$ cat src/rtl/ps2_pkg.sv
// Shared constants and entry layout for the PS/2 receive path.
// Frame bit positions, prefix codes and the {ext,brk,code} FIFO entry.
package ps2_pkg;
    localparam logic [7:0] PS2_EXT = 8'hE0;
    localparam logic [7:0] PS2_BRK = 8'hF0;

    localparam int BIT_START = 0;
    localparam int BIT_D0    = 1;
    localparam int BIT_D7    = 8;
    localparam int BIT_PAR   = 9;
    localparam int BIT_STOP  = 10;

    typedef struct packed {
        logic       ext;
        logic       brk;
        logic [7:0] code;
    } ps2_entry_t;

    localparam int ENTRY_W = $bits(ps2_entry_t);

    // Start low, stop high, odd parity over data+parity.
    function automatic logic frame_ok(input logic [BIT_PAR:0] f, input logic stop);
        return (f[BIT_START] == 1'b0) && stop && (^f[BIT_PAR:BIT_D0]);
    endfunction
endpackage

$ cat src/rtl/ps2_sync_fifo.sv
// First-word fall-through FIFO; head word is visible on o_dout whenever !o_empty.
// A push on a full FIFO is taken only when a pop frees the slot in the same cycle.
module ps2_sync_fifo #(
    parameter int WIDTH = 10,
    parameter int DEPTH = 8
) (
    input  logic                   i_clk,
    input  logic                   i_rst,
    input  logic                   i_push,
    input  logic [WIDTH-1:0]       i_din,
    input  logic                   i_pop,
    output logic [WIDTH-1:0]       o_dout,
    output logic                   o_full,
    output logic                   o_empty,
    output logic [$clog2(DEPTH):0] o_level
);
    localparam int AW = $clog2(DEPTH);
    localparam logic [AW:0] LVL_FULL = (AW+1)'(DEPTH);

    logic [WIDTH-1:0] r_mem [DEPTH];
    logic [AW-1:0]    r_wr_ptr;
    logic [AW-1:0]    r_rd_ptr;
    logic [AW:0]      r_level;
    logic             w_rd;
    logic             w_wr;

    assign o_empty = (r_level == '0);
    assign o_full  = (r_level == LVL_FULL);
    assign w_rd    = i_pop & ~o_empty;
    assign w_wr    = i_push & (~o_full | w_rd);
    assign o_dout  = r_mem[r_rd_ptr];
    assign o_level = r_level;

    always_ff @(posedge i_clk) begin
        if (w_wr)
            r_mem[r_wr_ptr] <= i_din;
    end

    // Power-of-two depth lets the pointers wrap by plain overflow.
    always_ff @(posedge i_clk or posedge i_rst) begin
        if (i_rst) begin
            r_wr_ptr <= '0;
            r_rd_ptr <= '0;
            r_level  <= '0;
        end else begin
            if (w_wr) r_wr_ptr <= r_wr_ptr + 1'b1;
            if (w_rd) r_rd_ptr <= r_rd_ptr + 1'b1;
            case ({w_wr, w_rd})
                2'b10:   r_level <= r_level + 1'b1;
                2'b01:   r_level <= r_level - 1'b1;
                default: r_level <= r_level;
            endcase
        end
    end
endmodule

$ cat src/rtl/ps2_rx_fifo.sv
// PS/2 device-to-host receiver: pin sync, clock glitch filter, 11-bit deframer with
// watchdog, E0/F0 prefix folding and a buffered valid/ready event port.
module ps2_rx_fifo
    import ps2_pkg::*;
#(
    parameter int DEPTH       = 8,
    parameter int SYNC_STAGES = 2,
    parameter int FILT_LEN    = 4,
    parameter int TIMEOUT_CYC = 50000,
    parameter int DECODE      = 1,
    parameter int CNT_W       = 8
) (
    input  logic                   i_clk,
    input  logic                   i_clr,
    input  logic                   i_ps2_clk,
    input  logic                   i_ps2_data,
    output logic                   o_out_valid,
    input  logic                   i_out_ready,
    output logic [7:0]             o_out_code,
    output logic                   o_out_ext,
    output logic                   o_out_brk,
    output logic [$clog2(DEPTH):0] o_level,
    output logic                   o_overflow,
    output logic                   o_err_frame,
    output logic                   o_err_timeout,
    output logic [CNT_W-1:0]       o_brk_cnt
);
    localparam int FCW = $clog2(FILT_LEN+1);
    localparam int WDW = $clog2(TIMEOUT_CYC+1);

    logic [SYNC_STAGES-1:0] r_clk_sync;
    logic [SYNC_STAGES-1:0] r_dat_sync;
    logic                   w_clk_s;
    logic                   w_dat_s;

    logic                   r_filt_lvl;
    logic [FCW-1:0]         r_filt_cnt;
    logic                   w_flip;
    logic                   w_strobe;

    logic [3:0]             r_bitcnt;
    logic [BIT_PAR:0]       r_frame;
    logic [WDW-1:0]         r_wd;
    logic                   r_rx_vld;
    logic [7:0]             r_rx_byte;
    logic                   r_err_frame;
    logic                   r_err_timeout;

    logic                   r_ext_pend;
    logic                   r_brk_pend;
    logic                   w_is_ext;
    logic                   w_is_brk;
    logic                   w_push;
    ps2_entry_t             w_entry;

    logic [ENTRY_W-1:0]     w_dout;
    ps2_entry_t             w_head;
    logic                   w_full;
    logic                   w_empty;
    logic                   w_pop;
    logic                   r_overflow;
    logic [CNT_W-1:0]       r_brk_cnt;

    // Synchronisers idle high so reset release never looks like a falling edge.
    always_ff @(posedge i_clk or posedge i_clr) begin
        if (i_clr) begin
            r_clk_sync <= '1;
            r_dat_sync <= '1;
        end else begin
            r_clk_sync <= {r_clk_sync[SYNC_STAGES-2:0], i_ps2_clk};
            r_dat_sync <= {r_dat_sync[SYNC_STAGES-2:0], i_ps2_data};
        end
    end

    assign w_clk_s  = r_clk_sync[SYNC_STAGES-1];
    assign w_dat_s  = r_dat_sync[SYNC_STAGES-1];
    assign w_flip   = (w_clk_s != r_filt_lvl) && (r_filt_cnt == FCW'(FILT_LEN-1));
    assign w_strobe = w_flip && r_filt_lvl;

    always_ff @(posedge i_clk or posedge i_clr) begin
        if (i_clr) begin
            r_filt_lvl <= 1'b1;
            r_filt_cnt <= '0;
        end else if (w_clk_s == r_filt_lvl) begin
            r_filt_cnt <= '0;
        end else if (w_flip) begin
            r_filt_lvl <= ~r_filt_lvl;
            r_filt_cnt <= '0;
        end else begin
            r_filt_cnt <= r_filt_cnt + 1'b1;
        end
    end

    // Deframer and watchdog share the strobe; the watchdog only runs mid-frame.
    always_ff @(posedge i_clk or posedge i_clr) begin
        if (i_clr) begin
            r_bitcnt      <= '0;
            r_frame       <= '0;
            r_wd          <= '0;
            r_rx_vld      <= 1'b0;
            r_rx_byte     <= '0;
            r_err_frame   <= 1'b0;
            r_err_timeout <= 1'b0;
        end else begin
            r_rx_vld      <= 1'b0;
            r_err_frame   <= 1'b0;
            r_err_timeout <= 1'b0;
            if (w_strobe) begin
                r_wd <= '0;
                if (r_bitcnt == 4'(BIT_STOP)) begin
                    r_bitcnt <= '0;
                    if (frame_ok(r_frame, w_dat_s)) begin
                        r_rx_vld  <= 1'b1;
                        r_rx_byte <= r_frame[BIT_D7:BIT_D0];
                    end else begin
                        r_err_frame <= 1'b1;
                    end
                end else begin
                    r_frame[r_bitcnt] <= w_dat_s;
                    r_bitcnt          <= r_bitcnt + 1'b1;
                end
            end else if (r_bitcnt != '0) begin
                if (r_wd == WDW'(TIMEOUT_CYC-1)) begin
                    r_bitcnt      <= '0;
                    r_wd          <= '0;
                    r_err_timeout <= 1'b1;
                end else begin
                    r_wd <= r_wd + 1'b1;
                end
            end else begin
                r_wd <= '0;
            end
        end
    end

    assign w_is_ext = (DECODE != 0) && (r_rx_byte == PS2_EXT);
    assign w_is_brk = (DECODE != 0) && (r_rx_byte == PS2_BRK);
    assign w_push   = r_rx_vld && !w_is_ext && !w_is_brk;
    assign w_entry  = {r_ext_pend, r_brk_pend, r_rx_byte};

    always_ff @(posedge i_clk or posedge i_clr) begin
        if (i_clr) begin
            r_ext_pend <= 1'b0;
            r_brk_pend <= 1'b0;
        end else if (r_err_frame || r_err_timeout) begin
            r_ext_pend <= 1'b0;
            r_brk_pend <= 1'b0;
        end else if (r_rx_vld) begin
            if (w_is_ext) begin
                r_ext_pend <= 1'b1;
            end else if (w_is_brk) begin
                r_brk_pend <= 1'b1;
            end else begin
                r_ext_pend <= 1'b0;
                r_brk_pend <= 1'b0;
            end
        end
    end

    assign w_pop = o_out_valid & i_out_ready;

    ps2_sync_fifo #(
        .WIDTH (ENTRY_W),
        .DEPTH (DEPTH)
    ) u_fifo (
        .i_clk   (i_clk),
        .i_rst   (i_clr),
        .i_push  (w_push),
        .i_din   (w_entry),
        .i_pop   (w_pop),
        .o_dout  (w_dout),
        .o_full  (w_full),
        .o_empty (w_empty),
        .o_level (o_level)
    );

    always_ff @(posedge i_clk or posedge i_clr) begin
        if (i_clr) begin
            r_overflow <= 1'b0;
            r_brk_cnt  <= '0;
        end else begin
            if (w_push && w_full && !w_pop)
                r_overflow <= 1'b1;
            if (w_push && (!w_full || w_pop) && w_entry.brk)
                r_brk_cnt <= r_brk_cnt + 1'b1;
        end
    end

    assign w_head        = w_dout;
    assign o_out_valid   = ~w_empty;
    assign o_out_code    = o_out_valid ? w_head.code : 8'h00;
    assign o_out_ext     = o_out_valid & w_head.ext;
    assign o_out_brk     = o_out_valid & w_head.brk;
    assign o_overflow    = r_overflow;
    assign o_err_frame   = r_err_frame;
    assign o_err_timeout = r_err_timeout;
    assign o_brk_cnt     = r_brk_cnt;
endmodule
$ cat config.mk
export PLATFORM = sky130hd
export DESIGN_NAME = ps2_rx_fifo
export DESIGN_NICKNAME = d
export VERILOG_FILES = /design/src/rtl/ps2_pkg.sv /design/src/rtl/ps2_sync_fifo.sv /design/src/rtl/ps2_rx_fifo.sv
export SDC_FILE = /design/constraint.sdc
export NUM_CORES = 1
export LEC_CHECK = 0
export CORE_MARGIN = 2
export CORE_UTILIZATION = 25
export DETAILED_ROUTE_END_ITERATION = 8
export GPL_TIMING_DRIVEN = 0
export PLACE_DENSITY = 0.42
export SLEW_MARGIN = 5
export SYNTH_ARGS = -nofsm -noshare
export SYNTH_HDL_FRONTEND = slang
export SYNTH_SLANG_ARGS = --single-unit
$ cat constraint.sdc
create_clock -name i_clk -period 2.45 [get_ports i_clk]
set_input_delay 0.49 -clock i_clk [delete_from_list [all_inputs] [get_ports i_clk]]
set_output_delay 0.49 -clock i_clk [all_outputs]
set_load 0.01 [all_outputs]
; ---- Yosys cells after proc, flatten, opt, wreduce, memory -nomap -nowiden
; Memory sizes are Yosys's and may differ from the RTL's.
; Index checks and enable logic that the tools add are counted.
[classes]
n_addsub = 8
n_lt_le_gt_ge = 2
eq_ne = 12
n_mux = 33
n_bitwise = 12
reduce_logical = 30
[ops]
columns = cell, n
row1 = 16-bit 2-to-1 mux, 3
row2 = 1-bit 2-to-1 mux, 20
row3 = "16-bit by 1-bit adder with 16-bit output, second input constant", 1
row4 = "16-bit == test, second input constant", 1
row5 = "8-bit == test, second input constant", 2
row6 = 4-bit 2-to-1 mux, 4
row7 = 1-bit logical AND, 11
row8 = 10-bit bitwise mux, 1
row9 = 2-bit AND reduction, 5
row10 = "3-bit by 1-bit adder with 3-bit output, second input constant", 3
row11 = 9-bit XOR reduction, 1
row12 = "4-bit by 1-bit adder with 4-bit output, second input constant", 2
row13 = "8-bit by 1-bit adder with 8-bit output, second input constant", 1
row14 = "4-bit == test, second input constant", 2
row15 = 8-bit 2-to-1 mux, 1
row16 = 4-bit case mux with 2 select lines, 1
row17 = 2-bit nonzero test, 4
row18 = 3-bit 2-to-1 mux, 2
row19 = 1-bit NOT, 6
row20 = 1-bit bitwise AND, 5
row21 = "4-bit by 5-bit < comparator with 1-bit output, second input constant", 1
row22 = 1-bit demux with 4-bit select, 1
row23 = "4-bit by 1-bit greater-or-equal comparator with 1-bit output, second input constant", 1
row24 = 1-bit zero test, 4
row25 = other kinds (13), 14
[totals]
reg_bits = 70
mem_bits_rw = 80
in_bits = 5
out_inout_bits = 26
wordCells = 116
memories = 1
[mem_list]
columns = memory, words, word_bits, rd, rd_ports_with_merged_regs, wr, line
row1 = u_fifo.r_mem, 8, 10, 1, 0, 1, ps2_sync_fifo.sv:20  ; logic [WIDTH-1:0] r_mem [DEPTH];

; ---- Depth between registers and ports, before layout
[logic_depth]
depth_word = 8
depth_mapped = 11
ltp_nobuf = 11

; ---- Modules after synthesis
; From an unflattened synthesis, not the netlist that was laid out.
[unflattened]
hier_cells = 445
area_unflattened_um2 = 6568.8
[by_module_without_submodules]
columns = mod, n_inst, cells_each, area_per_inst_um2, seq_area_each_um2
row1 = ps2_sync_fifo, 1, 187, 3669.8, 2652.5
row2 = ps2_rx_fifo, 1, 258, 2899.0, 1507.7

; ---- Worst setup path before layout
; Ideal clock, no wire load.
[synth_path]
kind = register -> register
from = register r_rx_byte[2]
to = register u_fifo.r_level[2], in the netlist u_fifo.o_level[2]
setup_ns = 0.130
t_arrival_ns = 2.446
required_ns = 2.320
path_slack_ns = -0.125
stages_incl_launch_ff = 11
path_buffers = 0
period_less_slack_ns = 2.575
cell_sequence = dfrtp_1 or4b_1 o31a_1 nand2_2 ha_1 xor2_1 ha_1 a21oi_1 xor2_1 nor2_1 xor2_1
[synth_via]
elab_chain_len = 7
word_cells_on_any_way = 11
cone_classes = eq/ne: 4 / mux: 1 / bitwise: 1 / reduce/logical: 5
[synth_rtl]
columns = element, line
row1 = "start, declared", ps2_rx_fifo.sv:45  ; logic [7:0] r_rx_byte;
row2 = "start signal, assigned", ps2_rx_fifo.sv:114  ; r_rx_byte <= r_frame[BIT_D7:BIT_D0];
row3 = 8-bit == test, ps2_rx_fifo.sv:136  ; assign w_is_ext = (DECODE != 0) && (r_rx_byte == PS2_EXT);
row4 = 1-bit zero test, ps2_rx_fifo.sv:138  ; assign w_push = r_rx_vld && !w_is_ext && !w_is_brk;
row5 = 1-bit logical AND, ps2_rx_fifo.sv:138
row6 = 1-bit logical AND (*), ps2_rx_fifo.sv:138
row7 = 1-bit bitwise AND (*), ps2_sync_fifo.sv:30  ; assign w_wr = i_push & (~o_full | w_rd);
row8 = 2-bit by 1-bit == test with 1-bit output or 2-bit == test (tied branches), ps2_sync_fifo.sv:48  ; case ({w_wr, w_rd})
row9 = 4-bit case mux with 2 select lines or 2-bit nonzero test (tied branches), n/a
row10 = "end signal, assigned", ps2_sync_fifo.sv:49  ; 2'b10: r_level <= r_level + 1'b1;
row11 = "end signal, assigned", ps2_sync_fifo.sv:50  ; 2'b01: r_level <= r_level - 1'b1;
row12 = "end signal, assigned", ps2_sync_fifo.sv:51  ; default: r_level <= r_level;
row13 = "end, declared", ps2_sync_fifo.sv:23  ; logic [AW:0] r_level;
; Every way passes the cells marked *; elsewhere a longest branch is shown, timed or not.
; A chain may end at the register's enable or synchronous reset.

; ---- Worst setup path in the final report
[layout_path]
from = register u_fifo.r_rd_ptr[0]
to = output port o_out_code[2]
[layout_via]
elab_chain_len = 2
[layout_rtl]
columns = element, line
row1 = "start, declared", ps2_sync_fifo.sv:22  ; logic [AW-1:0] r_rd_ptr;
row2 = "start signal, assigned", ps2_sync_fifo.sv:47  ; if (w_rd) r_rd_ptr <= r_rd_ptr + 1'b1;
row3 = memory read 8 x 10 bit, n/a
row4 = 8-bit 2-to-1 mux, ps2_rx_fifo.sv:191  ; assign o_out_code = o_out_valid ? w_head.code : 8'h00;
row5 = "end, declared", ps2_rx_fifo.sv:19  ; output logic [7:0] o_out_code,
; No other way between the ends.

==> impl_metrics.toml <==
[outcome]
outcome = "complete, but fails checks"
violations = "setup timing"

[grt]
gr-max-usage-layer = "met2"
gr-usage-met3 = 0.0333
grt_pass1_wl_mm = 21.5
grtUsageTotal = 0.107
use_met1 = 0.138
antenna_found_initial = 0
grt.overflow.total = 0
grt_max_degree = 42
grt_pass1_vias = 3867
gr-usage-met2 = 0.173

[min_path]
hp-class = "flip-flop to flip-flop"

[power_and_ir_drop]
p_leak_uw = 0.00309
power.density_nw_per_um2 = 692
pwr-share-seq = 0.492
p_comb_frac = 0.059
switching_share = 0.241
internal_power_uw = 4260
p_clk_frac = 0.449
ir_drop_uv = 390
p_switching_uw = 1350

[synth]
synth_most_common_cell = "edfxtp_1"
synth_area_leaders = "edfxtp_1 (38%), dfrtp_1 (25%), mux4_2 (7.0%), mux2_2 (3.9%), xor2_1 (2.5%)"
synth_ff_type = "edfxtp_1"
synth_cell_types = 50
ys_top_cells_by_count = "edfxtp_1 (80), dfrtp_1 (65), nor2_1 (31)"
yosys_warnings = 0
async_reset_ff_frac = 0.467
synth_top_area_cell = "edfxtp_1"
syn_nets = 437
synth.cell_area_um2 = 6390
avgSynthCellArea_um2 = 15.1
yosys.area.top_type_share = 0.376
synth_edf_count = 80
ys_ff_latch = 150
syn_inst = 424
ys_seq_area_frac = 0.651

[floorplan]
initial_core_util = 0.255
dieWidth_um = 164
coreArea_um2 = 25100
die_h_um = 164
placementRows = 58
num_io_pins = 31
die_area_um2 = 26900

[timing]
hold_viol_final = 0
setup_ws_ns = -0.0565
slew_violations = 0
rsz0062_at_grt = "true"
finalSetupTns_ns = -0.170
max_freq_mhz = 399
setup_viol = 6
worst_slew_pin_slew_ns = 0.843
fin_crit_ns = 2.51
slew_headroom = 0.436
post-route-period-util = 1.02
finClkSkew_ns = 0.00964

[cells_and_area]
syn2layout_area_growth_pct = 26.8
diodes = 0
drive_above_1_share = 0.306
finalInstanceArea_um2 = 8110
final_core_util = 0.323
fin_nets = 517

[placed_design]
placed_area_um2 = 7230
dp_slack_ns = -0.517
io_buffers = 30
gp_congestion = 0.759
dp_hpwl_mm = 8.94

[drt]
drtPass1Iterations = 4
wl_mm = 13.4
antenna_left = 0
wl_per_cell_um = 15.8
drc = 0
num_vias = 3720
routed_via_density = 4.40
drt_iter0_markers = 140

[cts]
clockBufferDepth = 2
insertion_delay_ns = 0.42
numClockSinks = 150
cts_root_buf = "clkbuf_16"
postCtsHoldBufs = 0
h-tree-depth = 4
cts_tree = "done"
cts_inserted_buffers = 17
clk_pin_slew_ns = 0.06

[setup_path]
end_kind = "primary output"
cp_max_fo = 4
cp-start-kind = "flip-flop"
critPathKind = "flip-flop to primary output"
crit_required_ns = 1.96
cp.arrival_ns = 2.02

[job]
maxCapViolCount = 0
[layout by cell type, fill, tap and decap left out, types with 5 or more instances in the layout]
cell type and count:
or3_1 5, buf_4 18, dfstp_2 5, ha_1 5, a21oi_1 8, o21ai_0 5, nand4_1 8, xnor2_1 13
buf_2 11, nor2b_1 5, clkdlybuf4s50_1 19, clkbuf_16 17, nor3_1 7, nand3_1 11, nand2_1 20, buf_6 10
edfxtp_1 80, nor4_1 7, dfrtp_1 58, mux4_2 20, mux2_2 22, clkbuf_1 6, mux2i_1 10, dfrtp_2 7
nor2_1 28, xor2_1 18
[critical path: stages, from the launching register on]
cell and delay (ns):
dfrtp_2 0.43, buf_6 0.16, buf_12 0.11, mux4_2 0.49
mux2i_1 0.19, nor2_1 0.07, buf_2 0.14
[routing by layer]
layer	wire [um]	up-vias	part of all wire
met5	0	-	0
met4	91	0	0.0068
met3	465	6	0.035
met2	6640	49	0.50
met1	6180	1896	0.46
li1	-	1769	-
[power groups by stage]
| stage | Combinational (uW) | Clock, uW | Sequential [uW] |
|---|---|---|---|
| 6_report | 330 | 2520 | 2760 |
| 2_1_floorplan | 261 | 0 | 2800 |
| 5_1_grt | 387 | 2720 | 2770 |
| 3_3_place_gp | 338 | 0 | 2810 |
| 3_5_place_dp | 350 | 0 | 2810 |
| 4_1_cts | 351 | 2600 | 2760 |
[flip-flops by register name, summed over array words and instances, names as in the netlist, 4 cells and up]
name	count
r_wd	16
o_brk_cnt	8
u_fifo.r_mem	80
r_frame	10
r_bitcnt	4
u_fifo.o_level	4
r_rx_byte	8
[layout make-up]
class,count,area [um^2]
Sequential cell,150,4170
Inverter,5,21.3
Buffer,13,82.6
Clock inverter,14,146
Timing Repair Buffer,63,599
Clock buffer,17,425
Fill cell,2517,17000
Multi-Input combinational cell,254,2250
Tap cell,330,413
[worst paths after layout]
check,to,cells after the start,slack [ns],start
max,o_out_code[2],6,-0.06,u_fifo.r_rd_ptr[0]
min,r_dat_sync[1],0,0.36,r_dat_sync[0]
max reg2reg,u_fifo.o_level[2],10,-0.01,r_rx_byte[0]
min reg2reg,r_dat_sync[1],0,0.36,r_dat_sync[0]
max in group asynchronous,r_filt_lvl,3,1.40,i_clr
min in group asynchronous,o_brk_cnt[7],2,0.42,i_clr
[through the flow]
stage / hold slack, ns / instances / power, uW
after floorplan: 0.345 / 424 / 3060
after global placement: 0.346 / 784 / 3140
after detailed placement: 0.351 / 792 / 3160
after CTS: 0.361 / 846 / 5710
after global routing: 0.364 / 846 / 5880
final: 0.358 / 846 / 5610
[cell families (layout without fill, tap and decap cells)]
| kind of cell | Yosys count | in the layout | synth area share |
|---|---|---|---|
| flip-flops | 150 | 150 | 0.651 |
| AO/OA/AOI/OAI | 26 | 26 | 0.0262 |
| multiplexers | 54 | 54 | 0.130 |
| AND/OR/NAND/NOR | 133 | 133 | 0.116 |
| XOR/XNOR | 33 | 33 | 0.0495 |
| buffers and inverters | 20 | 112 | 0.0123 |
| adder cells (fa/ha/maj) | 8 | 8 | 0.0157 |
[timing repair]
item	CTS	global route
gates cloned	1	0
resized for setup	80	7
setup buffers	22	4
pin swaps	4	8
setup endpoints to repair	53	21
(Power assumes the default switching activity.)
